File: config.mk
export PLATFORM = sky130hd
export DESIGN_NAME = pipe_stat_monitor_flat
export DESIGN_NICKNAME = d
export VERILOG_FILES = /design/src/rtl/pipe_stat_monitor_if.sv /design/src/rtl/pipe_stat_monitor.sv /design/src/flat_wrapper.sv
export SDC_FILE = /design/constraint.sdc
export NUM_CORES = 1
export LEC_CHECK = 0
export BUFFER_PORTS_ARGS = -buffer_cell sky130_fd_sc_hd__buf_4
export CAP_MARGIN = 10
export CORE_ASPECT_RATIO = 0.6
export CORE_MARGIN = 3
export CORE_UTILIZATION = 60
export DETAILED_ROUTE_END_ITERATION = 8
export PLACE_DENSITY = 0.81
export SLEW_MARGIN = 20
export SYNTH_ARGS = -nofsm -noshare
export SYNTH_HDL_FRONTEND = slang
export SYNTH_SLANG_ARGS = --single-unit
File: constraint.sdc
create_clock -name clk_i -period 3.3 [get_ports clk_i]
set_clock_uncertainty 0.1 [all_clocks]
set_input_delay 0.99 -clock clk_i [delete_from_list [all_inputs] [get_ports clk_i]]
set_output_delay 0.99 -clock clk_i [all_outputs]
set_load 0.005 [all_outputs]
File: src/rtl/pipe_stat_monitor_if.sv
// Bus bundle between the CPU-side probe points and the pipeline statistics monitor.
// Master drives the hazard/branch/PC taps and the read select; slave returns the readout.
interface pipe_stat_monitor_if #(
   parameter int CNT_W = 32
) ();
   logic             start_i;
   logic             stall_i;
   logic             jump_i;
   logic             branch_i;
   logic             eq_i;
   logic [31:0]      pc_i;
   logic [1:0]       sel_i;
   logic [CNT_W-1:0] rdata_o;
   logic             done_o;
   logic             hang_o;
   logic [1:0]       state_o;

   modport master (
      output start_i, stall_i, jump_i, branch_i, eq_i, pc_i, sel_i,
      input  rdata_o, done_o, hang_o, state_o
   );

   modport slave (
      input  start_i, stall_i, jump_i, branch_i, eq_i, pc_i, sel_i,
      output rdata_o, done_o, hang_o, state_o
   );
endinterface

File: src/rtl/pipe_stat_monitor.sv
// Pipeline statistics monitor: saturating cycle/stall/flush counters, a PC-hang
// watchdog and a sticky cycle-budget flag, all readable through a select mux.
module pipe_stat_monitor #(
   parameter int CNT_W      = 32,
   parameter int MAX_CYCLES = 30,
   parameter int WDOG       = 8
) (
   input  logic               clk_i,
   input  logic               rst_i,
   pipe_stat_monitor_if.slave bus
);
   typedef enum logic [1:0] {
      ST_IDLE = 2'd0,
      ST_RUN  = 2'd1,
      ST_DONE = 2'd2
   } state_t;

   localparam int               WD_W    = $clog2(WDOG + 1);
   localparam int               SW      = (CNT_W > 5) ? CNT_W : 5;
   localparam logic [CNT_W-1:0] CNT_MAX = '1;

   state_t           r_state;
   state_t           w_state_nxt;
   logic [CNT_W-1:0] r_cycle;
   logic [CNT_W-1:0] r_stall;
   logic [CNT_W-1:0] r_flush;
   logic             r_flush_pend;
   logic             r_done;
   logic             r_hang;
   logic [31:0]      r_last_pc;
   logic [WD_W-1:0]  r_wd;

   logic             w_qstall;
   logic             w_redirect;
   logic             w_run_cnt;
   logic             w_run_stop;
   logic             w_budget;
   logic             w_hang_hit;
   logic [CNT_W-1:0] w_cycle_inc;
   logic [63:0]      w_cycle_ext;
   logic [WD_W-1:0]  w_wd_nxt;
   logic [SW-1:0]    w_status;
   logic [CNT_W-1:0] w_rdata;

   function automatic logic [CNT_W-1:0] sat_inc(input logic [CNT_W-1:0] v);
      return (v == CNT_MAX) ? v : v + CNT_W'(1);
   endfunction

   // Stalls raised alongside a jump/branch decode are control hazards, not data stalls.
   assign w_qstall    = bus.stall_i & ~bus.jump_i & ~bus.branch_i;
   assign w_redirect  = bus.jump_i | (bus.branch_i & bus.eq_i);
   assign w_cycle_inc = sat_inc(r_cycle);
   assign w_cycle_ext = 64'(w_cycle_inc);
   assign w_budget    = (w_cycle_ext == 64'(MAX_CYCLES));
   assign w_wd_nxt    = (bus.pc_i != r_last_pc)  ? WD_W'(0) :
                        (r_wd == WD_W'(WDOG))    ? r_wd     : r_wd + WD_W'(1);
   assign w_hang_hit  = ~w_qstall & (w_wd_nxt == WD_W'(WDOG));

   // FSM state register.
   always_ff @(posedge clk_i or negedge rst_i) begin
      if (!rst_i) begin
         r_state <= ST_IDLE;
      end else begin
         r_state <= w_state_nxt;
      end
   end

   // Next-state decode and per-edge counting strobes.
   always_comb begin
      w_state_nxt = r_state;
      w_run_cnt   = 1'b0;
      w_run_stop  = 1'b0;
      case (r_state)
         ST_IDLE: begin
            if (bus.start_i) w_state_nxt = ST_RUN;
            else             w_state_nxt = ST_IDLE;
         end
         ST_RUN: begin
            if (!bus.start_i) begin
               w_state_nxt = ST_IDLE;
               w_run_stop  = 1'b1;
            end else begin
               w_run_cnt = 1'b1;
               if (w_budget) w_state_nxt = ST_DONE;
               else          w_state_nxt = ST_RUN;
            end
         end
         ST_DONE: w_state_nxt = ST_DONE;
         default: w_state_nxt = ST_IDLE;
      endcase
   end

   // Counters, flush pipeline, watchdog and sticky flags.
   always_ff @(posedge clk_i or negedge rst_i) begin
      if (!rst_i) begin
         r_cycle      <= '0;
         r_stall      <= '0;
         r_flush      <= '0;
         r_flush_pend <= 1'b0;
         r_done       <= 1'b0;
         r_hang       <= 1'b0;
         r_last_pc    <= 32'd0;
         r_wd         <= '0;
      end else if (w_run_cnt) begin
         r_cycle      <= w_cycle_inc;
         if (w_qstall)     r_stall <= sat_inc(r_stall);
         if (r_flush_pend) r_flush <= sat_inc(r_flush);
         r_flush_pend <= w_redirect;
         r_last_pc    <= bus.pc_i;
         if (!w_qstall)    r_wd    <= w_wd_nxt;
         if (w_hang_hit)   r_hang  <= 1'b1;
         if (w_budget)     r_done  <= 1'b1;
      end else if (w_run_stop) begin
         // Leaving RUN still retires a redirect seen on the previous edge.
         if (r_flush_pend) r_flush <= sat_inc(r_flush);
         r_flush_pend <= 1'b0;
      end
   end

   // Read mux over the live registers; unused status bits read as zero.
   always_comb begin
      w_status      = '0;
      w_status[0]   = r_done;
      w_status[1]   = r_hang;
      w_status[3:2] = r_state;
      w_status[4]   = r_flush_pend;
      case (bus.sel_i)
         2'd0:    w_rdata = r_cycle;
         2'd1:    w_rdata = r_stall;
         2'd2:    w_rdata = r_flush;
         2'd3:    w_rdata = w_status[CNT_W-1:0];
         default: w_rdata = '0;
      endcase
   end

   assign bus.rdata_o = w_rdata;
   assign bus.done_o  = r_done;
   assign bus.hang_o  = r_hang;
   assign bus.state_o = r_state;
endmodule

File: src/flat_wrapper.sv
// flat-port wrapper written by rule: the top's interface ports become plain ports
module pipe_stat_monitor_flat 
#(
   parameter int CNT_W      = 32,
   parameter int MAX_CYCLES = 30,
   parameter int WDOG       = 8
)
  (clk_i, rst_i, bus_start_i, bus_stall_i, bus_jump_i, bus_branch_i, bus_eq_i, bus_pc_i, bus_sel_i, bus_rdata_o, bus_done_o, bus_hang_o, bus_state_o);
  pipe_stat_monitor_if #(.CNT_W(CNT_W)) bus_i ();
  input  logic clk_i;
  input  logic rst_i;
  input wire logic [$bits(bus_i.start_i)-1:0] bus_start_i;
  input wire logic [$bits(bus_i.stall_i)-1:0] bus_stall_i;
  input wire logic [$bits(bus_i.jump_i)-1:0] bus_jump_i;
  input wire logic [$bits(bus_i.branch_i)-1:0] bus_branch_i;
  input wire logic [$bits(bus_i.eq_i)-1:0] bus_eq_i;
  input wire logic [$bits(bus_i.pc_i)-1:0] bus_pc_i;
  input wire logic [$bits(bus_i.sel_i)-1:0] bus_sel_i;
  output wire logic [$bits(bus_i.rdata_o)-1:0] bus_rdata_o;
  output wire logic [$bits(bus_i.done_o)-1:0] bus_done_o;
  output wire logic [$bits(bus_i.hang_o)-1:0] bus_hang_o;
  output wire logic [$bits(bus_i.state_o)-1:0] bus_state_o;
  assign bus_i.start_i = bus_start_i;
  assign bus_i.stall_i = bus_stall_i;
  assign bus_i.jump_i = bus_jump_i;
  assign bus_i.branch_i = bus_branch_i;
  assign bus_i.eq_i = bus_eq_i;
  assign bus_i.pc_i = bus_pc_i;
  assign bus_i.sel_i = bus_sel_i;
  assign bus_rdata_o = bus_i.rdata_o;
  assign bus_done_o = bus_i.done_o;
  assign bus_hang_o = bus_i.hang_o;
  assign bus_state_o = bus_i.state_o;
  pipe_stat_monitor #(.CNT_W(CNT_W), .MAX_CYCLES(MAX_CYCLES), .WDOG(WDOG)) u_core (.clk_i(clk_i), .rst_i(rst_i), .bus(bus_i));
endmodule
== Word level (Yosys, flattened, before mapping) ==
Cells that the tools add are included.

* Input bits: 41
* Flip-flop bits (word level): 137
* Output and inout port bits: 36

* Add/sub/neg operators: 4
* Mux-type cells: 18
* Bitwise operators: 9
* Reduce and logical (&&, ||, !) cells: 7
* Equal/unequal tests: 12

{| class="wikitable"
|+ Operators with widths
! operator !! count
|-
| 2-to-1 mux 32 bit || 5
|-
| one-hot mux 32 bit (4 select lines) || 1
|-
| adder 32 x 1 -> 32 bit, second input constant || 3
|-
| == test 32 bit, second input constant || 3
|-
| == test 32 x 5 -> 1 bit, second input constant || 1
|-
| != test 32 bit || 1
|-
| == test 4 bit, second input constant || 2
|-
| 2-to-1 mux 4 bit || 2
|-
| 2-to-1 mux 1 bit || 7
|-
| == test 2 bit, second input constant || 3
|-
| one-hot mux 2 bit (3 select lines) || 1
|-
| AND reduction 2 bit || 3
|-
| adder 4 x 1 -> 4 bit, second input constant || 1
|-
| AND 1 bit || 4
|-
| == test 2 x 1 -> 1 bit, second input constant || 2
|-
| logical NOT 2 bit || 2
|-
| 2-to-1 mux 2 bit || 2
|-
| NOT 1 bit || 4
|-
| AND reduction 3 bit || 1
|-
| nonzero test 2 bit || 1
|-
| OR 1 bit || 1
|}

== Longest topological paths before layout ==
Gate-level depths: netlist (run 1).

* Word-level depth: 6
* Depth in mapped cells: 10

== Worst setup path before layout (run 1) ==
OpenSTA, ideal clock, no wires.

* Path type: input-to-output
* From: input port bus_sel_i[0]
* To: output port bus_rdata_o[15]
* Arrival: 1.992 ns
* Stages: 4
* Slack: 0.218 ns
* Required time: 2.210 ns
* Buffers on the path: 2
* Path through: clkbuf_1 clkbuf_1 mux2i_1 o21ai_0

* Cells in the longest elaborated chain, start to end: 2
* Elaborated cells on any way between the ends: 5

{| class="wikitable"
|+ Ends and longest elaborated chain
! item !! line !! RTL
|-
| from (decl) || flat_wrapper.sv:18 || <nowiki>input wire logic [$bits(bus_i.sel_i)-1:0] bus_sel_i;</nowiki>
|-
| == test 2 bit (tied with other cells) || pipe_stat_monitor.sv:127 || <nowiki>case (bus.sel_i)</nowiki>
|-
| one-hot mux 32 bit (4 select lines) (*) || pipe_stat_monitor.sv:127 ||
|-
| to (decl) || flat_wrapper.sv:19 || <nowiki>output wire logic [$bits(bus_i.rdata_o)-1:0] bus_rdata_o;</nowiki>
|}

Mark *: on every way between the ends. The rest lies on a longest branch, timed or not.

== Worst setup path after layout (run 1) ==
* From: register u_core.r_cycle[0]
* To: register u_core.r_state[1], in the netlist u_core.bus.state_o[1]

* Cells in the longest elaborated chain, start to end: 6
* Elaborated cells on any way between the ends: 7

{| class="wikitable"
|+ Ends and longest elaborated chain
! item !! line !! RTL
|-
| from (decl) || pipe_stat_monitor.sv:24 || <nowiki>logic [CNT_W-1:0] r_cycle;</nowiki>
|-
| from (signal assigned) || pipe_stat_monitor.sv:105 || <nowiki>r_cycle <= w_cycle_inc;</nowiki>
|-
| adder 32 x 1 -> 32 bit / == test 32 bit (equally long branches) || pipe_stat_monitor.sv:46 || <nowiki>return (v == CNT_MAX) ? v : v + CNT_W'(1);</nowiki>
|-
| 2-to-1 mux 32 bit (*) || pipe_stat_monitor.sv:46 ||
|-
| == test 32 x 5 -> 1 bit (*) || pipe_stat_monitor.sv:54 || <nowiki>assign w_budget = (w_cycle_ext == 64'(MAX_CYCLES));</nowiki>
|-
| 2-to-1 mux 2 bit (*) || pipe_stat_monitor.sv:84 || <nowiki>if (w_budget) w_state_nxt = ST_DONE;</nowiki>
|-
| 2-to-1 mux 2 bit (*) || pipe_stat_monitor.sv:79 || <nowiki>if (!bus.start_i) begin</nowiki>
|-
| one-hot mux 2 bit (3 select lines) (*) || pipe_stat_monitor.sv:73 || <nowiki>case (r_state)</nowiki>
|-
| named net u_core.w_state_nxt[1] || pipe_stat_monitor.sv:23 || <nowiki>state_t w_state_nxt;</nowiki>
|-
| to (signal assigned) || pipe_stat_monitor.sv:64 || <nowiki>r_state <= w_state_nxt;</nowiki>
|-
| to (decl) || pipe_stat_monitor.sv:22 || <nowiki>state_t r_state;</nowiki>
|}

Mark *: on every way through the listed nets, which the timed path passes. The rest lies on a longest branch.
A chain may end at the register's enable or synchronous reset.

==> flow_metrics.tcl, run 1 <==
set metrics [dict create \
    cp_top_family "simple AND/OR/NAND/NOR gates" \
    fp.dieH_um 93.84 \
    ff2ff_setup_slack_ps 170 \
    dieArea_um2 14300 \
    grt_max_degree 65 \
    grt_pass1_vias 6664 \
    num_vias 6790 \
    nFillCells 836 \
    fp.dieW_um 152.4 \
    status "complete, no violations" \
    p_int_mw 2.904 \
    row_count 31 \
    holdBufCountCts 0 \
    post-route-period-util_pct 94.98 \
    crit_top_cell "nand4_1" \
    crit_required_ps 3520 \
    min_path_type "input port to async pin" \
    grt_pass1_wl_um 34730 \
    wl_per_cell_um 19.29 \
    crit_path_cell_trace "ha_1 -> nand4_4 -> nor3_1 -> buf_4 -> nand4_1 -> a311o_1 -> a22oi_1 -> nand4_1 -> or4_1 -> o21ai_0" \
    p_leak_nw 4.370 \
    finalSetupViolCount 0 \
    setup.worst_path.start "u_core.r_cycle[0]" \
    p_clk_share_pct 51.3 \
    ir_worst_vdd_uv 292.1 \
    synth_seq_cells 137 \
    worstSetupEndpointType "flip-flop" \
    yosysWarningCount 0 \
    fin_util_pct 76.04 \
    finalWirelength_um 21720 \
    switching_power_mw 0.8627 \
    synth_top_area_share_pct 44.43 \
    synthArstFlopShare_pct 100.0 \
    crit_end "u_core.bus.state_o[1]" \
    dp_hpwl_um 16180 \
    cap_violations 0 \
    cp_max_fo 7 \
    rr_endpoint "u_core.bus.state_o[1]" \
    clkSinkCount 137 \
    track_usage_pct 30.78 \
    port-buffer-count 76 \
    synth_edf_count 0 \
    synth_top_cells_by_count "188 x nand2_1, 137 x dfrtp_1, 98 x xnor2_1" \
    ant_nets 0 \
    fin_setup_tns_ps 0 \
    power_mw 3.767 \
    coreArea_um2 12300 \
    yosys.cell_count.top_type "nand2_1" \
    combPwrFrac_pct 4.1 \
    synth_ff_type "dfrtp_1" \
    path_buf_inv 1 \
    yosysUniqueCellTypes 56 \
    rr_startpoint "u_core.r_cycle[0]" \
    dr.pass1.iters 6 \
    drive_gt1_share_pct 18.11 \
    seqPwrFrac_pct 44.6 \
    period_minus_slack_ps 3134 \
    cp-start-kind "flip-flop" \
    antenna_found_initial 0 \
    finalHoldViolations 0 \
    crit_slowest_cell "or4_1" \
    fin_cells 1126 \
    synth.top_cells.by_area "dfrtp_1 44%, xnor2_1 11%, nand2_1 9.1%" \
    drtIter0Drc 637 \
    place_inst 1094 \
    cts_tree "done" \
    max_freq_mhz 319.1 \
    slew_violations 0 \
    multi_input_area_um2 4078 \
    grt_overflow_total 0 \
    powerDensity_nw_per_um2 402.9 \
    max_stage_delay_ps 620 \
    cts_max_level 4 \
    ff_latch_area_um2 3428 \
    clk_pin_slew_worst_paths_ps 60 \
    synth_nets 895 \
    critical_path_class "flip-flop to flip-flop" \
    switching_share_pct 22.90 \
    layout_setup_ws_ps 165.7 \
    n_antenna_cell 0 \
    start_util_pct 62.76 \
    rsz0062_at_grt "false" \
    root_buffer "clkbuf_16" \
    synth_cells 849 \
    slew_headroom_pct 30.43 \
    nets 994 \
    crit_arrival_ps 3360 \
    cp.depth 10 \
    worstMarginPinSlew_ps 1040 \
    via_per_inst 6.030 \
    gp_congestion 1.033 \
    io_pins 77 \
    synthToLayoutAreaGrowth_pct 21.16 \
    syn_avg_cell_area_um2 9.089 \
    synth_top_area_cell "dfrtp_1" \
    rr_worst_depth 10 \
    place_ws_ps 129.2 \
    netlist_area_um2 7716 \
    seq_area_frac_synth_pct 44.43 \
    clock_latency_ps 410 \
    cts_buffers 17 \
    clockBufferDepth 2 \
    drc 0 \
]
==> how the worst min path moves through the flow <==
stage,endpoint,slack (ps)
2_1_floorplan,u_core.r_stall[9],350
3_3_place_gp,u_core.r_stall[9],370
3_5_place_dp,u_core.r_stall[9],380
4_1_cts,u_core.r_last_pc[9],330
5_1_grt,u_core.r_last_pc[16],330
6_report,u_core.r_last_pc[16],330
==> routing by layer <==
metal | global-route usage, % | vias to the layer above | share of wire [%]
met3 | 10.08 | 29 | 11
met1 | 44.24 | 3336 | 44
met5 | 0 | - | 0
li1 | - | 3101 | -
met2 | 45.20 | 324 | 44
met4 | 8.153 | 0 | 1.1
==> placed cells by master (no fill, tap or decap), types with 4 or more instances in the layout <==
cell type,instances
mux2i_1,29
buf_12,4
dfrtp_1,137
and3_1,20
a21oi_1,7
nor2_1,49
o31ai_1,5
clkinv_4,4
mux4_2,5
nand4_1,40
buf_4,119
o21ai_0,35
nor3_1,24
ha_1,5
clkbuf_16,17
nand3_1,39
inv_1,16
xor2_1,38
xnor2_1,98
or3_1,4
nand2_1,188
nor4_1,9
and4_1,4
==> flip-flops by register name, summed over array words and instances (netlist names), 2 cells and up <==
name,cells
u_core.bus.state_o,2
u_core.r_cycle,32
u_core.r_wd,4
u_core.r_flush,32
u_core.r_last_pc,32
u_core.r_stall,32
==> per-stage QoR <==
step                cell area (um2)  hold slack (ps)
floorplan                      7716            354.6
global placement               8712            371.5
detailed placement             8712            381.9
CTS                            9315            329.1
global route                   9349            330.3
finish                         9349            331.9
==> worst register-to-register path: stages (launching register included) <==
cell     delay (ps)
dfrtp_1         440
ha_1            250
nand4_4         200
nor3_1          220
buf_4           160
nand4_1         130
a311o_1         360
a22oi_1         190
nand4_1         250
or4_1           620
o21ai_0         120
==> layout make-up <==
| class | instances | share of cell area, % |
|---|---|---|
| Clock buffer | 18 | 4.698 |
| Clock inverter | 14 | 1.753 |
| Inverter | 16 | 0.6424 |
| Multi-Input combinational cell | 653 | 43.62 |
| Sequential cell | 137 | 36.67 |
| Tap cell | 165 | 2.208 |
| Timing Repair Buffer | 123 | 10.41 |
==> kinds of logic (layout without fill, tap and decap cells) <==
family,after synthesis,count (layout),share of synthesized area [%]
XOR/XNOR,136,136,15.44
AND/OR/NAND/NOR,404,404,24.87
AO/OA/AOI/OAI,72,72,5.773
flip-flops,137,137,44.43
multiplexers,36,36,5.513
buffers and inverters,59,171,3.162
adder cells (fa/ha/maj),5,5,0.8108
==> power groups by stage <==
stage          registers [mW]  clock network (mW)  logic, mW
6_report                 1.68                1.93      0.155
5_1_grt                  1.68                2.03      0.170
4_1_cts                  1.68                1.95      0.158
3_5_place_dp             1.71                   0      0.157
3_3_place_gp             1.71                   0      0.152
2_1_floorplan            1.71                   0     0.0507
==> timing repair <==
| item | CTS | global route |
|---|---|---|
| buffers inserted | 0 | 0 |
| setup endpoints to repair | 0 | 9 |
| gates resized for setup | 0 | 5 |
No activity file was read; power rests on OpenSTA's default activity.
==> run 2: changes to the inputs <==
ABC_AREA = 1   (was unset)
PLACE_DENSITY = 0.8   (was 0.81)
==> flow_metrics.tcl, run 2 <==
set metrics [dict create \
    root_buffer "clkbuf_16" \
    dieArea_um2 15430 \
    seq_area_frac_synth_pct 41.01 \
    cap_violations 0 \
    synthToLayoutAreaGrowth_pct 17.44 \
    top_usage_layer "met1" \
    powerDensity_nw_per_um2 390.0 \
    finalSetupViolCount 0 \
    fin_setup_tns_ps 0 \
    cp_top_family "buffers and inverters" \
    finalWirelength_um 25740 \
    grt.met1_usage_pct 53.64 \
    rsz0062_at_grt "false" \
    crit_required_ps 2210 \
    finalHoldViolations 0 \
    p_leak_nw 5.041 \
    dr.pass1.iters 5 \
    netlist_area_um2 8359 \
    synth_top_area_share_pct 41.01 \
    via_per_inst 5.759 \
    drc 0 \
    ant_nets 0 \
    synth_top_area_cell "dfrtp_1" \
    grt_pass1_vias 7814 \
    synth_seq_cells 137 \
    drtIter0Drc 1126 \
    synth_cells 1161 \
    synth_ff_type "dfrtp_1" \
    yosysWarningCount 0 \
    synth_top_cells_by_count "373 x nand2_1, 139 x nor2_1, 137 x dfrtp_1" \
    critical_path_class "input port to primary output" \
    rr_worst_depth 12 \
    grt_use_met2_pct 45.89 \
    yosysUniqueCellTypes 36 \
    gp_congestion 1.020 \
    cts_buffers 17 \
    dp_hpwl_um 19520 \
    drive_gt1_share_pct 12.44 \
    grt_max_degree 84 \
    num_vias 8247 \
    fp.dieW_um 158.4 \
    period_minus_slack_ps 3096 \
    clk_pin_slew_worst_paths_ps 70 \
    ir_worst_vdd_uv 297.9 \
    power_mw 3.829 \
    slew_violations 0 \
    crit_top_cell "buf_4" \
    worstMarginPinSlew_ps 784.2 \
    cts_tree "done" \
    clock_latency_ps 430 \
    max_freq_mhz 323.0 \
    nFillCells 1010 \
    start_util_pct 63.27 \
    row_count 32 \
    grt_pass1_wl_um 41270 \
    grt_overflow_total 0 \
    met3_usage_pct 11.35 \
    clkSinkCount 137 \
    track_usage_pct 34.41 \
    crit_path_cell_trace "buf_4 -> inv_1 -> nand2_1 -> buf_4 -> o22ai_1 -> a21oi_1 -> o21ai_0 -> buf_4" \
    final_cell_mix "373 x nand2_1, 138 x nor2_1, 137 x dfrtp_1, 119 x inv_1, 95 x buf_4" \
    status "complete, no violations" \
    clockBufferDepth 2 \
    ff2ff_setup_slack_ps 280 \
    crit_arrival_ps 2010 \
    max_stage_delay_ps 200 \
    synth.top_cells.by_area "dfrtp_1 41%, nand2_1 17%, xor2_1 7.8%" \
    coreArea_um2 13210 \
    post-route-period-util_pct 93.82 \
    synth_edf_count 0 \
    min_path_type "input port to async pin" \
    rr_endpoint "u_core.bus.state_o[1]" \
    synth_nets 1207 \
    path_buf_inv 4 \
    yosys.cell_count.top_type "nand2_1" \
    nets 1296 \
    final_common_cell "nand2_1" \
    syn_avg_cell_area_um2 7.200 \
    rr_startpoint "u_core.r_cycle[4]" \
    port-buffer-count 76 \
    cp_max_fo 5 \
    io_pins 77 \
    wl_per_cell_um 17.97 \
    cts_max_level 4 \
    synthArstFlopShare_pct 100.0 \
    slew_headroom_pct 47.72 \
    cp-start-kind "input port" \
    fp.dieH_um 97.43 \
    postCtsSetupBuffers 0 \
    antenna_found_initial 0 \
    worstSetupEndpointType "primary output" \
    crit_slowest_cell "buf_4" \
    n_antenna_cell 0 \
]
## run 2: kinds of logic after synthesis
logic type | after synthesis | share of synthesized area (%)
buf+inv | 151 | 6.945
fa+ha+maj | 5 | 0.7484
flops | 137 | 41.01
compound gates | 96 | 6.975
xor+xnor | 89 | 9.325
simple gates | 683 | 34.99
## run 2: stage by stage
stage | worst slack, ps | area (um2) | hold slack (ps) | utilization (%) | cells
floorplan | 377.9 | 8359 | 362.0 | - | 1161
global placement | 204.2 | 9220 | 381.1 | 69.78 | 1401
CTS | 147.5 | 9817 | 399.6 | 74.30 | 1432
global route | 123.0 | 9817 | 414.3 | 74.30 | 1432
detailed placement | 152.2 | 9220 | 384.4 | 69.78 | 1401
finish | 204.0 | 9817 | 392.6 | 74.30 | 1432
## run 2: layout make-up
cell class                 count  area (um2)  area share [%]
multi-input combinational    873        4353           44.34
sequential                   137        3428           34.92
timing repair buffer          98       764.5           7.787
inverter                     123       461.7           4.703
clock buffer                  18       439.2           4.474
tap                          170       212.7           2.167
clock inverter                13       157.7           1.606
## run 2: repair_timing
item | 4_1_cts | 5_1_grt
hold endpoints to repair | 0 | 0
hold buffers | 0 | 0
endpoints found under the setup margin | 0 | 2
resized for setup | 0 | 1
## run 2: worst register-to-register path, stage by stage, from the launching register on
cell	delay, ps
dfrtp_1	470
nand2_1	150
nor2_1	400
nand2_1	320
nor2_1	270
nor2_1	60
nor2_1	230
nand2_1	110
nor2_1	140
nand4_1	230
nor2_1	160
nand3_1	190
nand2_1	140
## run 2: worst max path at each step
stage                      start               to  slack, ps  cells past startpoint
floorplan           bus_sel_i[0]  bus_rdata_o[13]        380                      6
global placement    bus_sel_i[0]   bus_rdata_o[1]        200                      9
detailed placement  bus_sel_i[0]   bus_rdata_o[3]        150                      9
CTS                 bus_sel_i[0]   bus_rdata_o[3]        150                      9
global route        bus_sel_i[0]   bus_rdata_o[2]        120                      9
finish              bus_sel_i[0]   bus_rdata_o[0]        200                      8
## run 2: where the power goes
| group | switching (mW) | internal, mW | leakage, nW | total [mW] |
|---|---|---|---|---|
| combinational | 0.103 | 0.0897 | 3.05 | 0.193 |
| sequential | 0 | 1.68 | 1.70 | 1.68 |
| clock | 0.803 | 1.15 | 0.291 | 1.96 |
| total | 0.906 | 2.92 | 5.04 | 3.83 |
## run 2: metal layers
layer	vias to the layer above	share of wire (%)
met5	-	0
met4	0	1.2
met3	28	15
met2	477	40
met1	3848	45
li1	3894	-
==> run 3: changes to the inputs <==
PLACE_DENSITY = 0.82   (was 0.8)
RECOVER_POWER = 25   (was unset)
==> flow_metrics.tcl, run 3 (same netlist as run 2, synthesis figures left out) <==
set metrics [dict create \
    finalSetupViolCount 0 \
    power_mw 3.851 \
    max_stage_delay_ps 250 \
    root_buffer "clkbuf_16" \
    period_minus_slack_ps 3132 \
    slew_headroom_pct -54.87 \
    slew_violations 49 \
    start_util_pct 63.27 \
    max_freq_mhz 319.2 \
    synthToLayoutAreaGrowth_pct 17.08 \
    nets 1292 \
    cts_resized 0 \
    grt_overflow_total 0 \
    dp_hpwl_um 20110 \
    cp-start-kind "input port" \
    combPwrFrac_pct 5.0 \
    dieArea_um2 15430 \
    cp_max_fo 30 \
    grt_pass1_wl_um 40990 \
    gp_congestion 1.023 \
    final_cell_mix "373 x nand2_1, 138 x nor2_1, 137 x dfrtp_1, 119 x inv_1, 91 x buf_4" \
    finalWirelength_um 26090 \
    drtIter0Drc 1060 \
    layout_setup_ws_ps 167.6 \
    crit_required_ps 2210 \
    coreArea_um2 13210 \
    crit_slowest_cell "o221ai_1" \
    min_path_type "flip-flop to flip-flop" \
    holdBufCountCts 0 \
    n_antenna_cell 0 \
    placed_area_um2 9190 \
    place_ws_ps 195.7 \
    critical_path_class "input port to primary output" \
    powerDensity_nw_per_um2 393.4 \
    postLayoutCellArea_um2 9787 \
    grt_pass1_vias 7489 \
    cts_tree "done" \
    switching_share_pct 24.01 \
    port-buffer-count 76 \
    row_count 32 \
    switching_power_mw 0.9246 \
    cap_violations 1 \
    antenna_found_initial 1 \
    postCtsSetupBuffers 0 \
    via_per_inst 5.761 \
    finalHoldViolations 0 \
    clockBufferDepth 2 \
    dr.pass1.iters 5 \
    ant_nets 0 \
    worstSetupEndpointType "primary output" \
    drc 0 \
    drive_gt1_share_pct 11.99 \
    cts_max_level 4 \
    p_leak_nw 5.014 \
    ff2ff_setup_slack_ps 380 \
    rsz0062_at_grt "false" \
    post-route-period-util_pct 94.92 \
    cts_buffers 17 \
    crit_top_cell "buf_4" \
    clkSinkCount 137 \
    track_usage_pct 34.83 \
    p_clk_share_pct 51.3 \
    seqPwrFrac_pct 43.6 \
    clock_latency_ps 430 \
    crit_arrival_ps 2040 \
    wl_per_cell_um 18.26 \
    ir_worst_vdd_uv 221.1 \
    worstMarginPinSlew_ps 2323 \
    io_pins 77 \
    final_common_cell "nand2_1" \
    fin_setup_tns_ps 0 \
    clk_pin_slew_worst_paths_ps 70 \
    violations "capacitance limit, slew limit" \
    grt_max_degree 84 \
    fp.dieH_um 97.43 \
    p_int_mw 2.926 \
    fp.dieW_um 158.4 \
    timing.hold.ws_ps 395.2 \
    num_vias 8233 \
    status "finished, violations left" \
    crit_path_cell_trace "buf_4 -> nor2_1 -> inv_1 -> buf_4 -> o221ai_1 -> buf_4" \
]
## run 3: through the flow
stage                     util [%]  instances
after global placement       69.55       1397
final                        74.07       1429
after detailed placement     69.55       1397
after global routing         74.07       1429
after floorplan                  -       1161
after CTS                    74.09       1429
## run 3: power by group through the flow
stage	combinational [mW]	sequential, mW	clock, mW
after floorplan	0.0582	1.71	0
after global placement	0.191	1.71	0
after detailed placement	0.196	1.71	0
after CTS	0.196	1.68	1.98
after global routing	0.215	1.68	2.06
final	0.194	1.68	1.98
## run 3: worst max-delay path: cells and delay by family
| kind | cells | cell delay, ps |
|---|---|---|
| AND/OR/NAND/NOR | 1 | 210 |
| buffers and inverters | 4 | 590 |
| AO/OA/AOI/OAI | 1 | 250 |
## run 3: worst paths after layout
check	from	end	cells past startpoint
hold reg to reg	u_core.r_flush[15]	u_core.r_flush[15]	1
min in group asynchronous	rst_i	u_core.r_flush[13]	1
setup reg to reg	u_core.r_cycle[0]	u_core.bus.done_o	12
setup / recovery	bus_sel_i[1]	bus_rdata_o[24]	6
hold / removal	u_core.r_flush[15]	u_core.r_flush[15]	1
max in group asynchronous	rst_i	u_core.bus.state_o[0]	1
## run 3: final cells by class
class | instances | area [um2]
multi-input combinational | 873 | 4353
inverter | 123 | 461.7
timing repair buffer | 94 | 732.0
sequential | 137 | 3428
clock inverter | 13 | 156.4
clock buffer | 19 | 442.9
tap | 170 | 212.7
fill | 1024 | 3426
## run 3: metal layers
layer  GRT usage [%]  vias up  wire length (um)
met5               0        -                13
met4           9.451        2               428
met3           12.15       37              3433
met2           44.58      461             10040
met1           54.89     3839             12180
li1                -     3894                 -
